### src/rtl/cam_pkg.sv
// Shared encodings for the OV7670 capture front-end: pixel format modes,
// framing FSM states and the frame-size helper.
package cam_pkg;

   // Pixel format selected at run time; 2'b11 behaves like RGB332.
   typedef enum logic [1:0] {
      MODE_RGB332     = 2'b00,
      MODE_GRAY       = 2'b01,
      MODE_Y          = 2'b10,
      MODE_RGB332_ALT = 2'b11
   } cam_mode_e;

   // Framing FSM: IDLE discards the partial frame seen after reset.
   typedef enum logic [1:0] {
      ST_IDLE       = 2'b00,
      ST_WAIT_START = 2'b01,
      ST_CAPTURE    = 2'b10
   } cam_state_e;

   // Number of stored pixels in one frame.
   function automatic int frame_size(input int w, input int h);
      return w * h;
   endfunction

endpackage

### src/rtl/cam_capture_if.sv
// Camera byte bus plus frame-buffer write port. The master side is the
// capture block (consumes camera bytes, drives the memory write).
interface cam_capture_if #(
   parameter int AW = 15
);
   logic          vsync;
   logic          href;
   logic [7:0]    px_data;
   logic [AW-1:0] mem_px_addr;
   logic [7:0]    mem_px_data;
   logic          px_wr;

   modport master (
      input  vsync, href, px_data,
      output mem_px_addr, mem_px_data, px_wr
   );

   modport slave (
      output vsync, href, px_data,
      input  mem_px_addr, mem_px_data, px_wr
   );
endinterface

### src/rtl/cam_px_conv.sv
// Combinational pixel converter: turns the two camera bytes of one pixel
// into an 8-bit stored pixel according to the latched format mode.
module cam_px_conv
   import cam_pkg::*;
(
   input  logic [7:0] hi,
   input  logic [7:0] lo,
   input  cam_mode_e  mode,
   output logic [7:0] px
);

   logic [7:0] gray;

   // Gray is 2*R5 + 2*G6 + 2*B5, which peaks at 250 and so fits in 8 bits.
   always_comb begin
      gray = {2'b00, hi[7:3], 1'b0}
           + {1'b0, hi[2:0], lo[7:5], 1'b0}
           + {2'b00, lo[4:0], 1'b0};
      px   = {hi[7:5], hi[2:0], lo[4:3]};
      case (mode)
         MODE_GRAY: px = gray;
         MODE_Y:    px = lo;
         default:   px = {hi[7:5], hi[2:0], lo[4:3]};
      endcase
   end

endmodule

### src/rtl/cam_capture.sv
// OV7670 capture front-end in the pclk domain. Decodes vsync/href framing,
// pairs camera bytes into pixels, decimates and writes pixels sequentially
// into the frame buffer. Define CAM_TEST_PATTERN_EN to add the test_en input
// that replaces camera data with a col+row pattern.
module cam_capture
   import cam_pkg::*;
#(
   parameter int AW    = 15,
   parameter int IMG_W = 160,
   parameter int IMG_H = 120,
   parameter int DEC   = 1
) (
   input  logic              pclk,
   input  logic              rst,
   cam_capture_if.master     bus,
   input  logic [1:0]        mode,
`ifdef CAM_TEST_PATTERN_EN
   input  logic              test_en,
`endif
   output logic              frame_done,
   output logic              busy,
   output logic              err
);

   localparam int            FS        = frame_size(IMG_W, IMG_H);
   localparam logic [AW-1:0] LAST_ADDR = AW'(FS - 1);
   localparam logic [15:0]   DMASK     = 16'(DEC - 1);

   cam_state_e    state_q, state_d;
   cam_mode_e     mode_q, mode_d;
   logic          vsync_q;
   logic          href_q;
   logic          phase_q, phase_d;
   logic [7:0]    hi_q, hi_d;
   logic [15:0]   x_q, x_d;
   logic [15:0]   y_q, y_d;
   logic [AW-1:0] addr_q, addr_d;
   logic          full_q, full_d;
   logic          err_q, err_d;
   logic          frame_done_q, frame_done_d;
   logic          px_wr_q, px_wr_d;
   logic [AW-1:0] wr_addr_q, wr_addr_d;
   logic [7:0]    wr_data_q, wr_data_d;
   logic [7:0]    conv_px;
   logic [7:0]    px_value;
   logic          vs_rise, vs_fall, keep_px;

`ifdef CAM_TEST_PATTERN_EN
   localparam int DSH = $clog2(DEC);
   logic          test_en_q, test_en_d;
   logic [15:0]   col, row;
`endif

   cam_px_conv u_conv (
      .hi   (hi_q),
      .lo   (bus.px_data),
      .mode (mode_q),
      .px   (conv_px)
   );

   assign vs_rise = bus.vsync & ~vsync_q;
   assign vs_fall = ~bus.vsync & vsync_q;
   assign keep_px = ((x_q & DMASK) == 16'd0) && ((y_q & DMASK) == 16'd0);

`ifdef CAM_TEST_PATTERN_EN
   // Pattern uses stored (post-decimation) coordinates, wrapping at 256.
   always_comb begin
      col      = x_q >> DSH;
      row      = y_q >> DSH;
      px_value = test_en_q ? (col[7:0] + row[7:0]) : conv_px;
   end
`else
   assign px_value = conv_px;
`endif

   // Framing FSM plus byte pairing, counters and write-register next state.
   always_comb begin
      state_d      = state_q;
      mode_d       = mode_q;
      phase_d      = 1'b0;
      hi_d         = hi_q;
      x_d          = x_q;
      y_d          = y_q;
      addr_d       = addr_q;
      full_d       = full_q;
      err_d        = err_q;
      frame_done_d = 1'b0;
      px_wr_d      = 1'b0;
      wr_addr_d    = wr_addr_q;
      wr_data_d    = wr_data_q;
`ifdef CAM_TEST_PATTERN_EN
      test_en_d    = test_en_q;
`endif
      case (state_q)
         ST_IDLE: begin
            if (vs_rise) state_d = ST_WAIT_START;
         end
         ST_WAIT_START: begin
            if (vs_fall) begin
               state_d = ST_CAPTURE;
               mode_d  = cam_mode_e'(mode);
               addr_d  = '0;
               full_d  = 1'b0;
               x_d     = '0;
               y_d     = '0;
               err_d   = 1'b0;
`ifdef CAM_TEST_PATTERN_EN
               test_en_d = test_en;
`endif
            end
         end
         ST_CAPTURE: begin
            if (vs_rise) begin
               state_d      = ST_WAIT_START;
               frame_done_d = 1'b1;
            end else if (bus.href) begin
               phase_d = ~phase_q;
               if (!phase_q) begin
                  hi_d = bus.px_data;
               end else begin
                  x_d = x_q + 16'd1;
                  if (keep_px) begin
                     if (full_q) begin
                        err_d = 1'b1;
                     end else begin
                        px_wr_d   = 1'b1;
                        wr_addr_d = addr_q;
                        wr_data_d = px_value;
                        if (addr_q == LAST_ADDR) full_d = 1'b1;
                        else                     addr_d = addr_q + 1'b1;
                     end
                  end
               end
            end else if (href_q) begin
               x_d = '0;
               y_d = y_q + 16'd1;
               if (phase_q) err_d = 1'b1;
            end
         end
         default: state_d = ST_IDLE;
      endcase
   end

   // State and datapath registers with synchronous reset.
   always_ff @(posedge pclk) begin
      if (rst) begin
         state_q      <= ST_IDLE;
         mode_q       <= MODE_RGB332;
         vsync_q      <= 1'b0;
         href_q       <= 1'b0;
         phase_q      <= 1'b0;
         hi_q         <= '0;
         x_q          <= '0;
         y_q          <= '0;
         addr_q       <= '0;
         full_q       <= 1'b0;
         err_q        <= 1'b0;
         frame_done_q <= 1'b0;
         px_wr_q      <= 1'b0;
         wr_addr_q    <= '0;
         wr_data_q    <= '0;
`ifdef CAM_TEST_PATTERN_EN
         test_en_q    <= 1'b0;
`endif
      end else begin
         state_q      <= state_d;
         mode_q       <= mode_d;
         vsync_q      <= bus.vsync;
         href_q       <= bus.href;
         phase_q      <= phase_d;
         hi_q         <= hi_d;
         x_q          <= x_d;
         y_q          <= y_d;
         addr_q       <= addr_d;
         full_q       <= full_d;
         err_q        <= err_d;
         frame_done_q <= frame_done_d;
         px_wr_q      <= px_wr_d;
         wr_addr_q    <= wr_addr_d;
         wr_data_q    <= wr_data_d;
`ifdef CAM_TEST_PATTERN_EN
         test_en_q    <= test_en_d;
`endif
      end
   end

   assign bus.mem_px_addr = wr_addr_q;
   assign bus.mem_px_data = wr_data_q;
   assign bus.px_wr       = px_wr_q;
   assign frame_done      = frame_done_q;
   assign busy            = (state_q == ST_CAPTURE);
   assign err             = err_q;

endmodule

### src/flat_wrapper.sv
// flat-port wrapper written by rule: the top's interface ports become plain ports
module cam_capture_flat import cam_pkg::*;
#(
   parameter int AW    = 15,
   parameter int IMG_W = 160,
   parameter int IMG_H = 120,
   parameter int DEC   = 1
)
  (pclk, rst, mode, frame_done, busy, err, bus_vsync, bus_href, bus_px_data, bus_mem_px_addr, bus_mem_px_data, bus_px_wr);
  cam_capture_if #(.AW(AW)) bus_i ();
  input  logic pclk;
  input  logic rst;
  input  logic [1:0] mode;
  output logic frame_done;
  output logic busy;
  output logic err;
  input wire logic [$bits(bus_i.vsync)-1:0] bus_vsync;
  input wire logic [$bits(bus_i.href)-1:0] bus_href;
  input wire logic [$bits(bus_i.px_data)-1:0] bus_px_data;
  output wire logic [$bits(bus_i.mem_px_addr)-1:0] bus_mem_px_addr;
  output wire logic [$bits(bus_i.mem_px_data)-1:0] bus_mem_px_data;
  output wire logic [$bits(bus_i.px_wr)-1:0] bus_px_wr;
  assign bus_i.vsync = bus_vsync;
  assign bus_i.href = bus_href;
  assign bus_i.px_data = bus_px_data;
  assign bus_mem_px_addr = bus_i.mem_px_addr;
  assign bus_mem_px_data = bus_i.mem_px_data;
  assign bus_px_wr = bus_i.px_wr;
  cam_capture #(.AW(AW), .IMG_W(IMG_W), .IMG_H(IMG_H), .DEC(DEC)) u_core (.pclk(pclk), .rst(rst), .bus(bus_i), .mode(mode), .frame_done(frame_done), .busy(busy), .err(err));
endmodule
### config.mk
export PLATFORM = sky130hd
export DESIGN_NAME = cam_capture_flat
export DESIGN_NICKNAME = d
export VERILOG_FILES = /design/src/rtl/cam_pkg.sv /design/src/rtl/cam_capture_if.sv /design/src/rtl/cam_px_conv.sv /design/src/rtl/cam_capture.sv /design/src/flat_wrapper.sv
export SDC_FILE = /design/constraint.sdc
export NUM_CORES = 1
export LEC_CHECK = 0
export BUFFER_PORTS_ARGS = -buffer_cell sky130_fd_sc_hd__buf_2
export CAP_MARGIN = 15
export CORE_MARGIN = 8
export CORE_UTILIZATION = 50
export DETAILED_ROUTE_END_ITERATION = 6
export PLACE_DENSITY = 0.83
export SLEW_MARGIN = 20
export SYNTH_ARGS = -nofsm -noshare
export SYNTH_HDL_FRONTEND = slang
export SYNTH_HIERARCHICAL = 1
export SYNTH_SLANG_ARGS = --single-unit
### constraint.sdc
create_clock -name pclk -period 2.4 [get_ports pclk]
set_clock_uncertainty 0.1 [all_clocks]
set_input_delay 0.24 -clock pclk [delete_from_list [all_inputs] [get_ports pclk]]
set_output_delay 0.24 -clock pclk [all_outputs]
set_load 0.05 [all_outputs]
==> flow_summary.toml <==
[status]
status = "completed"

[logic_synthesis]
synthCells = 333
synth-edff-count = 0
syn_nets = 361
yosysWarnings = 6
synth_adder_area_share_pct = 7.72
synth_compound_area_share_pct = 19.1
avgSynthCellArea_sq_um = 8.56
synth_mux_area_share_pct = 4.26
synthSimpleGateAreaFrac_pct = 23.8
netlist_area_sq_um = 2850
synthArstFlopShare_pct = 0
synth_top_family_by_area = "simple AND/OR/NAND/NOR gates"
synth_seq_cells = 57
synthFlopType = "dfxtp_1"
synth_xor_area_share_pct = 0.307
ys_types = 57
yosysSeqAreaShare_pct = 40.0

[cts]
numCtsBuffers = 9
clockBufferDepth = 2
clk_pin_slew_ns = 0.06
hold_buffers = 0
cts_tree = "built"
post_cts_buffers = 0
insertion_delay_ns = 0.33
clock-root-buffer = "clkbuf_8"
ctsHtreeMaxLevel = 3
clock-sinks = 57

[place]
gp_congestion = 0.880
placed_area_sq_um = 3140
port_buffers = 40
placedCellCount = 437
dpl_worst_slack_ns = -0.0795
dpl.hpwl_mm = 4.87

[pwr]
p_sw_mw = 0.441
clockPowerShare_pct = 45.4
max-vdd-ir-drop_mv = 0.382
pwr-share-seq_pct = 48.6
swShare_pct = 22.4
cellLeakagePower_nw = 1.26
pwr-share-comb_pct = 6.0
p_int_mw = 1.52
p_per_area_nw_per_um2 = 586
total_power_mw = 1.97

[grt]
antenna_found_initial = 0
grt_max_degree = 42
grt-ovfl-total = 0
grtUsageTotal_pct = 16.3
grt_pass1_vias = 2398
grt_pass1_wl_mm = 11.2

[timing]
fin_crit_sh_pct = 97.6
fin_crit_ns = 2.34
worst_slew_pin_slew_ns = 0.694
worst_hold_slack_ns = 0.0460
finalHoldViolations = 0
finalSetupViolations = 0
fmax_mhz = 427
setup-tns-final_ns = 0
timing.final.ws_setup_ns = 0.0582
slew_violations = 0
rsz0062_at_grt = "yes"
relSlewSlack_pct = 53.8

[die]
initial_utilization_pct = 51.8
dieHeight_um = 91.5
die-area_sq_um = 8380
core_sq_um = 5510
fp.dieW_um = 91.5
num_rows = 27
io_pins = 41

[critical_path]
crit_path_max_incr_delay_ns = 0.46
r2r-start = "u_core/hi_q[4]"
crit_path_start = "u_core/hi_q[4]"
crit_type = "reg2reg"
crit_arrival_ns = 2.43
r2r_end = "u_core/bus.mem_px_data[4]"
cp-start-kind = "register"
crit_end = "u_core/bus.mem_px_data[4]"
cpMostUsedCell = "a21oi_1"
cp.depth = 10
slowest_stage = "fa_1"
ff2ff_path_depth = 10
cp_max_fo = 2
path_buf_inv = 2
cp-end-kind = "register"
cp_data_required_time_ns = 2.49
cp_cell_sequence = "inv_2 > fa_1 > inv_1 > ha_2 > fa_2 > xor2_2 > a221oi_2 > a21oi_1 > nand2_1 > a21oi_1"
rrSetupSlack_ns = 0.06
crit_family = "adder cells"

[worst_hold_path]
min-delay-start = "mode[0]"
hold_class = "in2reg"

[drt]
routed_wl_mm = 6.90
wire_per_inst_um = 15.3
vias = 2585
ant_nets = 0
avgViaCountPerCell = 5.72
initialDrtViolationCount = 184
first_pass_iters = 4
drc = 0

[finish]
drive_gt1_share_pct = 22.1
utilization_pct = 60.9
final_cells = 452
area_delta_synth_final_pct = 17.6
multiInputGateArea_sq_um = 1600
diodes = 0
fin_area_sq_um = 3350
fillers = 485
fin_nets = 404
regArea_sq_um = 1140

[flow_run]
maxCapViolCount = 0
[cells in the mapped netlist (all sizes together), types with 2 or more instances]
cell / number / area, sq um
fa: 6 / 120
nand4: 5 / 31.3
o41ai: 2 / 17.5
a21oi: 30 / 154
a211o: 2 / 17.5
nand3: 8 / 52.6
dfxtp: 57 / 1140
and3b: 2 / 17.5
buf: 11 / 52.6
o21ai: 14 / 70.1
a22oi: 4 / 30.0
ha: 8 / 100
and3: 4 / 25.0
mux2i: 11 / 110
nor2: 19 / 71.3
o21a: 2 / 15.0
nor3: 10 / 60.1
a41oi: 3 / 33.8
a21o: 2 / 15.0
nor2b: 7 / 43.8
nand2b: 4 / 25.0
clkbuf: 7 / 27.5
a311oi: 2 / 17.5
a32o: 4 / 40.0
nand3b: 2 / 15.0
nand2: 63 / 236
nor4: 4 / 40.0
a31oi: 5 / 31.3
a211oi: 3 / 27.5
inv: 15 / 56.3
[power groups by stage]
stage	clock (mW)	sequential [mW]	combinational, mW
2_1_floorplan	0	0.975	0.0698
3_3_place_gp	0	0.975	0.105
3_5_place_dp	0	0.976	0.111
4_1_cts	0.909	0.955	0.117
5_1_grt	0.950	0.955	0.130
6_report	0.891	0.955	0.119
[registers in the layout (all words and copies together), names as in the netlist]
name and count:
u_core/addr_q 15, u_core/bus.mem_px_addr 15, u_core/bus.mem_px_data 8, u_core/hi_q 8, u_core/mode_q 2, u_core/state_q 2
u_core/bus.px_wr 1, u_core/err 1, u_core/frame_done 1, u_core/full_q 1, u_core/href_q 1, u_core/phase_q 1
u_core/vsync_q 1
[metal layers]
metal | GRT usage, % | wire length, um
met1 | 19.9 | 3060
met2 | 24.2 | 3180
met3 | 6.17 | 475
met4 | 8.73 | 184
met5 | 0 | 0
[worst min-delay path by stage]
stage,endpoint,slack (ns),cells past startpoint
final,u_core/mode_q[0],0.05,3
after global routing,u_core/mode_q[1],0.05,3
after CTS,u_core/mode_q[0],0.04,3
after detailed placement,u_core/bus.mem_px_addr[5],0.34,2
after global placement,u_core/bus.mem_px_addr[1],0.34,2
after floorplan,u_core/href_q,0.27,1
[cell families (layout without fill, tap and decap cells)]
group | Yosys count | in the layout
simple gates | 135 | 135
compound gates | 81 | 81
flops | 57 | 57
buf+inv | 33 | 80
fa+ha+maj | 14 | 14
mux | 12 | 12
xor+xnor | 1 | 1
[layout by cell type (no fill, tap or decap), types with 2 or more instances in the layout]
master    instances
ha_1              6
mux2i_1          11
o21ai_0          10
a31oi_1           5
nor3_2            2
and3b_1           2
nor2_1           19
clkinv_2          2
a211oi_1          2
inv_1            13
a22oi_1           4
nand3_1           7
a211o_1           2
a41oi_1           2
inv_2             2
a21o_1            2
fa_1              5
o41ai_1           2
nand3b_1          2
nor2b_1           7
clkbuf_8         11
ha_2              2
nand2_1          63
o21ai_1           4
buf_2            40
o21a_1            2
buf_4            10
nor4_1            3
nor3_1            8
nand2b_1          4
dfxtp_1          56
a32o_1            4
a311oi_1          2
nand4_1           5
a21oi_1          29
and3_1            4
[cell type report]
type,count,area share [%]
tap,72,2.69
sequential,57,34.1
inverter,15,1.68
clock buffer,12,4.63
clock inverter,3,1.19
multi-input combinational,243,47.6
timing repair buffer,50,8.21
[worst min-delay path: cells and delay by family]
kind / cells / cell delay [ns]
buffers and inverters: 1 / 0.08
and+or+nand+nor: 1 / 0.07
muxes: 1 / 0.05
[what timing repair did]
item / in CTS / in global routing
setup endpoints to repair: 1 / 2
gates resized for setup: 6 / 1
pin swaps: 6 / 4
(Power assumes the default switching activity.)
